### src/rtl/clk_rst_seq.sv
// Staged reset sequencer fed by the MMCM locked status: releases system logic, then the scan engine.
// Optional macro CLK_RST_LOSS_CNT_EN enables the saturating lock-loss event counter.
module clk_rst_seq #(
    parameter int SYNC_STAGES     = 2,
    parameter int LOCK_STABLE_CYC = 1024,
    parameter int STAGE_GAP_CYC   = 16,
    parameter int LOSS_FILTER_CYC = 4,
    parameter int CNT_W           = 8
) (
    input  logic             clk,
    input  logic             rst,
    input  logic             locked,
    output logic             rst_sys,
    output logic             rst_scan,
    output logic             sys_ready,
    output logic             lock_lost,
    output logic [CNT_W-1:0] lock_loss_cnt
);

    localparam int STAB_W = (LOCK_STABLE_CYC > 1) ? $clog2(LOCK_STABLE_CYC) : 1;
    localparam int GAP_W  = (STAGE_GAP_CYC > 1)   ? $clog2(STAGE_GAP_CYC)   : 1;
    localparam int FLT_W  = (LOSS_FILTER_CYC > 1) ? $clog2(LOSS_FILTER_CYC) : 1;

    typedef enum logic [1:0] {
        WAIT_LOCK = 2'd0,
        STABLE    = 2'd1,
        REL_SYS   = 2'd2,
        RUN       = 2'd3
    } state_t;

    state_t                 state_q, state_d;
    logic [SYNC_STAGES-1:0] sync_q, sync_d;
    logic [STAB_W-1:0]      stab_cnt_q, stab_cnt_d;
    logic [GAP_W-1:0]       gap_cnt_q, gap_cnt_d;
    logic [FLT_W-1:0]       flt_cnt_q, flt_cnt_d;
    logic                   loss_evt_q, loss_evt_d;
    logic                   rst_sys_q, rst_sys_d;
    logic                   rst_scan_q, rst_scan_d;
    logic                   sys_ready_q, sys_ready_d;
    logic                   lock_lost_q, lock_lost_d;
    logic                   locked_s;
    logic                   released_s;
    logic                   loss_s;

    assign locked_s   = sync_q[SYNC_STAGES-1];
    assign released_s = (state_q == REL_SYS) || (state_q == RUN);
    assign sync_d     = {sync_q[SYNC_STAGES-2:0], locked};

    // Filtered loss: this edge would be the LOSS_FILTER_CYC-th consecutive unlocked sample.
    assign loss_s = released_s && !locked_s && (flt_cnt_q == FLT_W'(LOSS_FILTER_CYC - 1));

    // Next-state and counter logic; a filtered loss overrides gap completion.
    always_comb begin
        state_d    = state_q;
        stab_cnt_d = stab_cnt_q;
        gap_cnt_d  = gap_cnt_q;
        loss_evt_d = 1'b0;
        if (released_s && !locked_s && !loss_s) begin
            flt_cnt_d = flt_cnt_q + FLT_W'(1);
        end else begin
            flt_cnt_d = {FLT_W{1'b0}};
        end
        case (state_q)
            WAIT_LOCK: begin
                stab_cnt_d = {STAB_W{1'b0}};
                gap_cnt_d  = {GAP_W{1'b0}};
                if (locked_s) begin
                    state_d = STABLE;
                end else begin
                    state_d = WAIT_LOCK;
                end
            end
            STABLE: begin
                if (!locked_s) begin
                    state_d    = WAIT_LOCK;
                    stab_cnt_d = {STAB_W{1'b0}};
                end else if (stab_cnt_q == STAB_W'(LOCK_STABLE_CYC - 1)) begin
                    state_d   = REL_SYS;
                    gap_cnt_d = {GAP_W{1'b0}};
                end else begin
                    stab_cnt_d = stab_cnt_q + STAB_W'(1);
                end
            end
            REL_SYS: begin
                if (loss_s) begin
                    state_d    = WAIT_LOCK;
                    loss_evt_d = 1'b1;
                end else if (gap_cnt_q == GAP_W'(STAGE_GAP_CYC - 1)) begin
                    state_d = RUN;
                end else begin
                    gap_cnt_d = gap_cnt_q + GAP_W'(1);
                end
            end
            RUN: begin
                if (loss_s) begin
                    state_d    = WAIT_LOCK;
                    loss_evt_d = 1'b1;
                end else begin
                    state_d = RUN;
                end
            end
            default: begin
                state_d = WAIT_LOCK;
            end
        endcase
    end

    // Output decode from the current state, registered on the next edge.
    always_comb begin
        rst_sys_d   = !released_s;
        rst_scan_d  = (state_q != RUN);
        sys_ready_d = (state_q == RUN);
        lock_lost_d = loss_evt_q;
    end

    // State, synchroniser, counters and output registers.
    always_ff @(posedge clk) begin
        if (rst) begin
            state_q     <= WAIT_LOCK;
            sync_q      <= {SYNC_STAGES{1'b0}};
            stab_cnt_q  <= {STAB_W{1'b0}};
            gap_cnt_q   <= {GAP_W{1'b0}};
            flt_cnt_q   <= {FLT_W{1'b0}};
            loss_evt_q  <= 1'b0;
            rst_sys_q   <= 1'b1;
            rst_scan_q  <= 1'b1;
            sys_ready_q <= 1'b0;
            lock_lost_q <= 1'b0;
        end else begin
            state_q     <= state_d;
            sync_q      <= sync_d;
            stab_cnt_q  <= stab_cnt_d;
            gap_cnt_q   <= gap_cnt_d;
            flt_cnt_q   <= flt_cnt_d;
            loss_evt_q  <= loss_evt_d;
            rst_sys_q   <= rst_sys_d;
            rst_scan_q  <= rst_scan_d;
            sys_ready_q <= sys_ready_d;
            lock_lost_q <= lock_lost_d;
        end
    end

    assign rst_sys   = rst_sys_q;
    assign rst_scan  = rst_scan_q;
    assign sys_ready = sys_ready_q;
    assign lock_lost = lock_lost_q;

`ifdef CLK_RST_LOSS_CNT_EN
    logic [CNT_W-1:0] loss_cnt_q, loss_cnt_d;

    // Saturating count, advanced in step with the lock_lost pulse.
    always_comb begin
        if (loss_evt_q && (loss_cnt_q != {CNT_W{1'b1}})) begin
            loss_cnt_d = loss_cnt_q + CNT_W'(1);
        end else begin
            loss_cnt_d = loss_cnt_q;
        end
    end

    // Lock-loss counter register.
    always_ff @(posedge clk) begin
        if (rst) begin
            loss_cnt_q <= {CNT_W{1'b0}};
        end else begin
            loss_cnt_q <= loss_cnt_d;
        end
    end

    assign lock_loss_cnt = loss_cnt_q;
`else
    assign lock_loss_cnt = {CNT_W{1'b0}};
`endif

endmodule
### config.mk
export PLATFORM = sky130hd
export DESIGN_NAME = clk_rst_seq
export DESIGN_NICKNAME = d
export VERILOG_FILES = /design/src/rtl/clk_rst_seq.sv
export SDC_FILE = /design/constraint.sdc
export NUM_CORES = 1
export LEC_CHECK = 0
export ABC_AREA = 0
export CORE_ASPECT_RATIO = 0.6
export CORE_MARGIN = 2
export CORE_UTILIZATION = 54
export CTS_CLUSTER_SIZE = 30
export DETAILED_ROUTE_END_ITERATION = 12
export PLACE_DENSITY = 0.78
export SYNTH_ARGS = -nofsm -noshare
export SYNTH_HDL_FRONTEND = slang
export SYNTH_SLANG_ARGS = --single-unit
export TNS_END_PERCENT = 30
### constraint.sdc
create_clock -name clk -period 2.1 [get_ports clk]
set_input_delay 0.42 -clock clk [delete_from_list [all_inputs] [get_ports clk]]
set_output_delay 0.42 -clock clk [all_outputs]
set_load 0.03 [all_outputs]
# == Word-level counts from Yosys, hierarchy flattened ==
# Index checks and enable logic that the tools add are counted.
# Widths: inputs -> output; s select.
# op_classes
add_sub_neg,3
eq_ne,14
mux,16
bitwise,2
n_reduce_logical,16
# ops
operator,count
$mux 10,2
$pmux 10 s2,1
$mux 4,4
$pmux 4 s3,1
$add 10x1->10 const B,1
$eq 10x10->1 const B,1
$mux 2,5
$ne 2x2->1 const B,5
$pmux 2 s4,1
$eq 2x2->1 const B,3
$ne 3x3->1 const B,2
$reduce_or 2->1,3
$reduce_and 5->1,1
$add 4x1->4 const B,1
$eq 4x4->1 const B,1
$reduce_and 2->1,2
$logic_and 1x1->1,3
$logic_not 1->1,3
$ne 3x2->1 const B,1
$reduce_bool 3->1,1
$add 2x1->2 const B,1
$eq 2x1->1 const B,1
$logic_not 2->1,1
$mux 1,2
3 further kinds,4
# totals
reg_bits,25
input_bits,3
output_inout_bits,12
elab_cells,61

# == Logic depth before layout (Yosys ltp) ==
# Gate-level depths: netlist of the first run.
# logic_depth
depth_word,8
mapped_depth,6
depth_no_buf,5

# == Worst setup path after synthesis of the first run ==
# OpenSTA, ideal clock, no wires.
# synth_timing
path_type,register to register
from,register flt_cnt_q[0]
to,register gap_cnt_q[2]
setup_time_ns,0.128
arrival_time_ns,1.374
slack_ns,0.597
path_stages_with_launch,6
period_less_slack_ns,1.503
cell_sequence,dfxtp_1 ha_1 and2b_1 or4_1 a21oi_1 nor3_1
# synth_via
elab_chain_cells,4
# synth_rtl
item,line_no,source
"start, declared",35,"logic [FLT_W-1:0] flt_cnt_q, flt_cnt_d;"
"start signal, assigned",123,flt_cnt_q <= {FLT_W{1'b0}};
"start signal, assigned",134,flt_cnt_q <= flt_cnt_d;
$eq 2x2->1,50,assign loss_s = released_s && !locked_s && (flt_cnt_q == FLT_W'(LOSS_FILTER_CYC - 1));
$logic_and 1x1->1,50,
$ne 2x2->1 (no source line),-,
$reduce_and 5->1 (no source line),-,
"end signal, assigned",122,gap_cnt_q <= {GAP_W{1'b0}};
"end signal, assigned",133,gap_cnt_q <= gap_cnt_d;
"end, declared",34,"logic [GAP_W-1:0] gap_cnt_q, gap_cnt_d;"
# Every way passes these cells.
# A chain may end at the register's enable or synchronous reset.

# == Worst setup path in the final report of the first run ==
# layout_timing
from,register stab_cnt_q[0]
to,register stab_cnt_q[9]
# layout_via
elab_chain_cells,4
elab_cells_between_ends,7
# layout_rtl
item,line_no,source
"start, declared",33,"logic [STAB_W-1:0] stab_cnt_q, stab_cnt_d;"
"start signal, assigned",121,stab_cnt_q <= {STAB_W{1'b0}};
"start signal, assigned",132,stab_cnt_q <= stab_cnt_d;
$add 10x1->10,81,stab_cnt_d = stab_cnt_q + STAB_W'(1);
$mux 10,77,end else if (stab_cnt_q == STAB_W'(LOCK_STABLE_CYC - 1)) begin
$mux 10,74,if (!locked_s) begin
$pmux 10 s2,63,case (state_q)
# Several ways; a longest one is shown, not always the timed one. The select of a mux whose other input is x is not followed.

==> results of run 1 <==
-- worst reg2reg max path, cell delays in order, from the launching register on --
cell	delay (ns)
dfxtp_1	0.40
ha_1	0.25
nand3_2	0.21
o31ai_2	0.47
nand2_1	0.13
a31oi_1	0.18
-- cells in the mapped netlist, drive strengths merged --
library cell	number
dfxtp	25
nand2	13
a21oi	12
buf	12
nor2	6
o21ai	6
a31oi	5
inv	5
nand3	5
nor3	5
nor4	5
nand4	4
a311oi	3
ha	3
nand3b	3
nor2b	3
or4	3
and3	2
nand2b	2
o31a	2
or3	2
a211oi	1
a31o	1
a41oi	1
and2	1
and2b	1
and3b	1
clkbuf	1
conb	1
dlygate4sd1	1
nor4b	1
o2111a	1
o21bai	1
o311a	1
o31ai	1
-- sequential cells by signal, indices dropped and copies added (netlist names), 2 cells and up --
register    count
stab_cnt_q     10
gap_cnt_q       4
state_q         2
flt_cnt_q       2
sync_q          2
-- worst paths after layout --
kind	startpoint	end	slack, ns	cells past startpoint
min reg2reg	lock_lost_d	lock_lost	0.45	1
min	lock_lost_d	lock_lost	0.45	1
max reg2reg	stab_cnt_q[0]	stab_cnt_q[9]	0.39	5
max	stab_cnt_q[0]	stab_cnt_q[9]	0.39	5
-- layout make-up --
cell class | count | area (um2) | share of cell area [%]
clock buffers | 4 | 45.04 | 3.377
well taps | 30 | 37.54 | 2.814
flip-flops and latches | 25 | 500.5 | 37.52
multi-input cells | 103 | 656.9 | 49.25
repair buffers | 8 | 75.07 | 5.629
inverters | 5 | 18.77 | 1.407
-- metal layers --
| layer | wire [um] | track usage, % | part of all wire (%) | vias to the layer above |
|---|---|---|---|---|
| li1 | - | - | - | 511 |
| met1 | 1245 | 30.27 | 48 | 491 |
| met2 | 1118 | 31.00 | 43 | 47 |
| met3 | 217 | 7.046 | 8.3 | 5 |
| met4 | 17 | 4.898 | 0.65 | 0 |
| met5 | 0 | 0 | 0 | - |
-- placed cells by master, fill, tap and decap left out, drive strengths merged, types with 2 or more instances in the layout --
cell type       n
nand2          13
nor4            5
o31a            2
buf             2
a21oi          12
o21ai           6
nand4           4
or4             3
nand3           5
nor2b           3
or3             2
and3            2
nand3b          3
conb            8
clkdlybuf4s50   6
inv             5
nor2            6
ha              3
clkbuf          4
a311oi          3
dfxtp          25
nor3            5
nand2b          2
a31oi           5
-- stage by stage --
stage	utilization (%)	cell area, um2
floorplan	-	1287
CTS	61.19	1334
finish	61.19	1334
global placement	59.13	1289
detailed placement	59.13	1289
global route	61.19	1334
-- power groups by stage --
stage               Clock [mW]  Sequential [mW]  Combinational [mW]
finish                   0.279            0.480              0.0382
global route             0.318            0.481              0.0405
CTS                      0.286            0.480              0.0379
detailed placement           0            0.491              0.0378
global placement             0            0.491              0.0375
floorplan                    0            0.488              0.0472
-- kinds of logic (layout without fill, tap and decap cells) --
| logic type | after synthesis | count (layout) | share of synthesized area, % |
|---|---|---|---|
| buffers and inverters | 19 | 17 | 10.32 |
| adder cells (fa/ha/maj) | 3 | 3 | 2.977 |
| AND/OR/NAND/NOR | 57 | 57 | 28.27 |
| flip-flops | 25 | 25 | 39.68 |
| other | 1 | 8 | 0.2973 |
| AO/OA/AOI/OAI | 35 | 35 | 18.45 |
==> impl_metrics.yaml, run 1 <==
floorplanning:
  core_area_mm2: 0.002180
  die_area_mm2: 0.002751
  io_pins: 15
  die_width_um: 66.39
  initial_core_util_pct: 57.86
  fp.dieH_um: 41.44
  row_count: 13
setup_path:
  max_stage_delay_ns: 0.47
  crit_fanout: 8
  worstPathArrival_ns: 1.90
  cp_top_family: "compound AO/OA/AOI/OAI gates"
  end_kind: "flip-flop"
  cp_slowest_cell: "o31ai_2"
  crit_chain: "ha_1 > nand3_2 > o31ai_2 > nand2_1 > a31oi_1"
  cp_num_buf_inv: 0
  worstPathRequired_ns: 2.30
  start_kind: "flip-flop"
  criticalPathCategory: "flip-flop to flip-flop"
clock_network:
  cts_buffers: 3
  h-tree-depth: 1
  hold_buffers: 0
  cts_max_path_buffers: 2
  root_buffer: "clkbuf_8"
  cts_num_sinks: 25
  cts_tree: "done"
  cts_setup_buffers: 0
  ctsResizeCount: 0
  clk_pin_slew_ns: 0.08
  clock_latency_ns: 0.27
timing:
  finalSetupTns_ns: 0
  holdWs_ns: 0.4470
  max_freq_mhz: 585.9
  finalCriticalPeriod_ns: 1.707
  rsz0062_at_grt: "no"
  final_hold_viol_count: 0
  setup_viol: 0
  post-route-period-util_pct: 81.27
  clock_skew_ns: 0.001925
  setup_ws_ns: 0.3933
  slew_violations: 0
synthesis:
  synth-seq-area-share_pct: 39.68
  yosysTopAreaCell: "dfxtp_1"
  synth_top_area_share_pct: 39.68
  yosys_warnings: 0
  avgSynthCellArea_um2: 9.009
  synthesis.area_mm2: 0.001261
  synthTopCellsByArea: "dfxtp_1 40%, a21oi_1 4.8%, buf_4 4.8%"
  postSynthCellCount: 140
  synth-seq-cells: 25
  ys_types: 42
global_routing:
  grt_overflow: 0
  antenna_found_initial: 0
  grt_use_total_pct: 21.20
  grt_pass1_wl_um: 4519
  grt_max_degree: 14
  grt_pass1_vias: 967
placed_design:
  dp_slack_ns: 0.4393
  portBuffers: 6
  place.gp.congestion: 0.8530
  place_inst: 171
  dp_hpwl_um: 1937
finish:
  fin_nets: 152
  n_fill_cell: 187
  drive_gt1_share_pct: 8.276
  syn_to_final_growth_pct: 5.754
  final_cells: 175
  antenna_cells: 0
pwr:
  power_mw: 0.7973
  p_seq_share_pct: 60.2
  p_switching_mw: 0.1759
  pwr_density_cell_mw_per_mm2: 597.7
  p_leak_nw: 0.4719
  intPower_mw: 0.6213
  ir_drop_uv: 343.1
  clock_power_share_pct: 35.0
  p_comb_share_pct: 4.8
  p_sw_share_pct: 22.06
run_status:
  outcome: "finished clean"
routing:
  first_pass_iters: 4
  routed_wl_um: 2599
  drt-initial-drc-count: 92
  detail-route-antenna-nets: 0
  wire_per_inst_um: 14.85
  vias_per_cell: 6.023
  route.detailed.drc: 0
  vias: 1054
min_path:
  holdCritPathClass: "flip-flop to flip-flop"
flow_run:
  maxCapViolations: 0
Note: power is estimated with default switching activity, not from simulation.
==> run 2, diff against run 1 <==
- clock period: 2.1 -> 1.76 ns (I/O delays scaled with it)
==> impl_metrics.yaml, run 2 (same netlist as run 1, synthesis figures left out) <==
finish:
  layout_commonest_cell: "dfxtp_1"
  largest_reg_flops: 10
  syn_to_final_growth_pct: 8.830
  fin_nets: 155
  ff_latch_area_um2: 500.5
  most-common-layout-cells: "25 x dfxtp_1, 13 x nand2_1, 12 x a21oi_1"
  reg.largest.list: "stab_cnt_q x10, gap_cnt_q x4"
  antenna_cells: 0
  stdcell_area_mm2: 0.001373
  final_cells: 178
  regMostFlops: "stab_cnt_q"
  post-route-util_pct: 62.97
  n_fill_cell: 188
  multi_input_area_um2: 673.1
  drive_gt1_share_pct: 10.14
min_path:
  holdCritPathClass: "flip-flop to flip-flop"
  holdPathStages: 1
  min_from: "sync_q[0]"
  holdPathEnd: "sync_q[1]"
setup_path:
  worstPathArrival_ns: 1.81
  cp_top_family: "simple AND/OR/NAND/NOR gates"
  crit_fanout: 5
  rr_startpoint: "flt_cnt_q[0]"
  r2r_end: "gap_cnt_q[2]"
  crit_chain: "ha_1 > and2b_1 > or4_1 > a21oi_1 > nor3_1"
  end_kind: "flip-flop"
  cp_num_buf_inv: 0
  r2r_slack_ns: 0.11
  ff2ff_path_depth: 5
  start_kind: "flip-flop"
  worstPathRequired_ns: 1.91
  criticalPathCategory: "flip-flop to flip-flop"
  max_stage_delay_ns: 0.47
  cp_slowest_cell: "or4_1"
clock_network:
  clock_latency_ns: 0.26
  hold_buffers: 0
  cts_tree: "done"
  root_buffer: "clkbuf_8"
  cts_buffers: 3
  cts_num_sinks: 25
  h-tree-depth: 1
  clk_pin_slew_ns: 0.08
  cts_max_path_buffers: 2
pwr:
  p_comb_share_pct: 5.1
  clock_power_share_pct: 34.9
  p_leak_nw: 0.4881
  intPower_mw: 0.7416
  p_switching_mw: 0.2074
  ir_drop_uv: 450.4
  p_seq_share_pct: 60.1
  p_sw_share_pct: 21.86
  pwr_density_cell_mw_per_mm2: 691.4
  power_mw: 0.9490
routing:
  wire_per_inst_um: 14.66
  routed_wl_um: 2610
  vias: 1068
  wl_met1_um: 1346
  detail-route-antenna-nets: 0
  route.met2.wl_um: 1070
  drt-initial-drc-count: 91
  first_pass_iters: 4
  vias_per_cell: 6.000
  highest_layer: "met4"
  wl_met3_um: 182
  route.detailed.drc: 0
floorplanning:
  initial_core_util_pct: 57.86
  fp.dieH_um: 41.44
  die_area_mm2: 0.002751
  row_count: 13
  core_area_mm2: 0.002180
  die_width_um: 66.39
  io_pins: 15
placed_design:
  dp_slack_ns: 0.04869
  place_inst: 174
  placed_area_mm2: 0.001311
  dp_hpwl_um: 1874
  portBuffers: 6
  place.gp.congestion: 0.8509
timing:
  clock_skew_ns: 0.002558
  finalCriticalPeriod_ns: 1.655
  max_freq_mhz: 604.3
  rsz0062_at_grt: "no"
  finalSetupTns_ns: 0
  post-route-period-util_pct: 94.02
  final_hold_viol_count: 0
  setup_ws_ns: 0.1052
  holdWs_ns: 0.4507
  slew_violations: 0
  setup_viol: 0
global_routing:
  grt_use_total_pct: 20.10
  antenna_found_initial: 0
  grt_pass1_vias: 832
  grt_overflow: 0
  grt_max_degree: 19
  grt_pass1_wl_um: 4112
flow_run:
  maxCapViolations: 0
run_status:
  outcome: "finished clean"
-- run 2: cell count changes in the layout (fill, tap and decap cells not counted), sizes merged --
cell	change
buf	+3
-- run 2: power by group through the flow --
stage	clock network, mW	registers (mW)	logic (mW)
after floorplan	0	0.582	0.0564
after global placement	0	0.583	0.0469
after detailed placement	0	0.584	0.0474
after CTS	0.339	0.570	0.0473
after global routing	0.367	0.571	0.0512
final	0.331	0.570	0.0479
-- run 2: worst reg2reg max path, delay by kind of cell (launching register included) --
kind | cells | cell delay, ns
AND/OR/NAND/NOR | 3 | 0.77
flip-flops | 1 | 0.33
adder cells (fa/ha/maj) | 1 | 0.26
AO/OA/AOI/OAI | 1 | 0.19
-- run 2: timing repair --
action,4_1_cts,5_1_grt
resized for setup,0,2
endpoints found under the setup margin,0,6
buffers inserted,0,0
-- run 2: how the worst max path moves through the flow --
| stage | startpoint | to | depth (start not counted) |
|---|---|---|---|
| after floorplan | flt_cnt_q[0] | gap_cnt_q[2] | 5 |
| after global placement | flt_cnt_q[0] | gap_cnt_q[2] | 5 |
| after detailed placement | stab_cnt_q[0] | stab_cnt_q[3] | 5 |
| after CTS | stab_cnt_q[0] | stab_cnt_q[3] | 5 |
| after global routing | stab_cnt_q[0] | gap_cnt_q[2] | 5 |
| final | flt_cnt_q[0] | gap_cnt_q[2] | 5 |
-- run 2: area by class of cell --
cell class,instances,share of cell area [%]
inverter,5,1.367
sequential,25,36.46
clock buffer,4,3.282
timing repair buffer,11,7.110
tap,30,2.735
multi-input combinational,103,49.04
-- run 2: per-layer routing --
metal	vias up	global-route usage, %
met5	-	0
met4	0	5.306
met3	2	7.046
met2	48	26.00
met1	497	31.16
li1	521	-
==> run 3, diff against run 2 <==
- ABC_CLOCK_PERIOD_IN_PS: not set -> 1760
- CORE_UTILIZATION: 54 -> 57
- CTS_BUF_LIST: not set -> sky130_fd_sc_hd__clkbuf_8
- PLACE_DENSITY: 0.78 -> 0.81
==> impl_metrics.yaml, run 3 (same netlist as run 1, synthesis figures left out) <==
run_status:
  outcome: "finished clean"
clock_network:
  cts_setup_buffers: 0
  cts_max_path_buffers: 2
  hold_buffers: 0
  cts_buffers: 3
  root_buffer: "clkbuf_8"
  h-tree-depth: 1
  cts_num_sinks: 25
  clk_pin_slew_ns: 0.08
  clock_latency_ns: 0.27
  cts_tree: "done"
timing:
  post-route-period-util_pct: 94.39
  rsz0062_at_grt: "no"
  finalSetupTns_ns: 0
  setup_viol: 0
  finalCriticalPeriod_ns: 1.661
  max_freq_mhz: 601.9
  slew_violations: 0
  final_hold_viol_count: 0
  clock_skew_ns: 0.004409
setup_path:
  max_stage_delay_ns: 0.42
  start_kind: "flip-flop"
  crit_chain: "ha_1 > and3_1 > nor4_4 > buf_4 > or3_1 > a31oi_1"
  worstPathArrival_ns: 1.86
  cp_num_buf_inv: 1
  criticalPathCategory: "flip-flop to flip-flop"
  worstPathRequired_ns: 1.96
  cp_slowest_cell: "dfxtp_1"
  crit_fanout: 5
  cp_top_family: "simple AND/OR/NAND/NOR gates"
  end_kind: "flip-flop"
floorplanning:
  core_area_mm2: 0.002131
  die_area_mm2: 0.002617
  io_pins: 15
  die_width_um: 64.73
  row_count: 13
  initial_core_util_pct: 59.19
  fp.dieH_um: 40.44
finish:
  layout_commonest_cell: "dfxtp_1"
  n_fill_cell: 184
  stdcell_area_mm2: 0.001374
  drive_gt1_share_pct: 10.81
  syn_to_final_growth_pct: 8.929
  fin_nets: 155
  largest_reg_flops: 10
  reg.largest.list: "stab_cnt_q x10, gap_cnt_q x4"
  post-route-util_pct: 64.47
  antenna_cells: 0
  most-common-layout-cells: "25 x dfxtp_1, 13 x nand2_1, 12 x a21oi_1"
  regMostFlops: "stab_cnt_q"
placed_design:
  dp_hpwl_um: 2040
  place.gp.congestion: 0.8606
  portBuffers: 6
  placed_area_mm2: 0.001311
min_path:
  holdCritPathClass: "flip-flop to flip-flop"
pwr:
  ir_drop_uv: 518.4
  p_leak_nw: 0.4903
  pwr_density_cell_mw_per_mm2: 692.6
global_routing:
  grt_pass1_vias: 934
  grt_max_degree: 15
  grt_use_total_pct: 24.10
  antenna_found_initial: 0
  grt_pass1_wl_um: 4471
  grt_overflow: 0
routing:
  first_pass_iters: 4
  routed_wl_um: 2731
  detail-route-antenna-nets: 0
  wire_per_inst_um: 15.34
  vias_per_cell: 6.112
  route.detailed.drc: 0
  drt-initial-drc-count: 105
  vias: 1088
flow_run:
  maxCapViolations: 0
-- run 3: cell count changes in the layout (fill, tap and decap cells not counted) --
cell / delta
clkbuf_1: -1
clkinv_2: +1
-- run 3: area by class of cell --
class | instances | area (um2) | area share, %
Clock buffer | 3 | 41.29 | 3.005
Clock inverter | 1 | 5.005 | 0.3643
Inverter | 5 | 18.77 | 1.366
Multi-Input combinational cell | 103 | 673.1 | 49.00
Sequential cell | 25 | 500.5 | 36.43
Tap cell | 30 | 37.54 | 2.732
Timing Repair Buffer | 11 | 97.59 | 7.104
-- run 3: per-layer routing --
layer | part of all wire [%] | wire [um] | GRT usage, %
met1 | 45 | 1242 | 33.00
met2 | 45 | 1232 | 36.34
met4 | 1.1 | 31 | 9.043
met3 | 8.2 | 225 | 7.022
met5 | 0 | 0 | 0
-- run 3: timing repair --
item | 4_1_cts | 5_1_grt
setup endpoints to repair | 0 | 8
resized for setup | 0 | 2
endpoints found under the hold margin | 0 | 0
-- run 3: power breakdown --
group / internal (mW) / switching [mW]
registers: 0.568 / 0.00365
clock network: 0.158 / 0.175
logic: 0.0125 / 0.0342
total: 0.739 / 0.213
-- run 3: worst paths after layout --
check,from,end,slack [ns],depth (start not counted)
setup reg to reg,gap_cnt_q[0],state_q[0],0.1,6
hold reg to reg,sync_q[0],sync_q[1],0.45,1
hold / removal,sync_q[0],sync_q[1],0.45,1
setup / recovery,gap_cnt_q[0],state_q[0],0.1,6
-- run 3: worst register-to-register path, stage by stage, from the launching register on --
cell     delay (ns)
dfxtp_1        0.42
ha_1           0.24
and3_1         0.25
nor4_4         0.05
buf_4          0.15
or3_1          0.34
a31oi_1        0.14
-- run 3: stage by stage --
stage                     power (mW)  worst slack (ns)  instances  hold WS [ns]
after global placement        0.6310            0.1835        174        0.4162
after CTS                     0.9627           0.05979        178        0.4560
final                         0.9515           0.09872        178        0.4521
after detailed placement      0.6314           0.07656        174        0.4398
after floorplan               0.6385            0.2574        147        0.4072
after global routing          0.9941          0.008992        178        0.4636
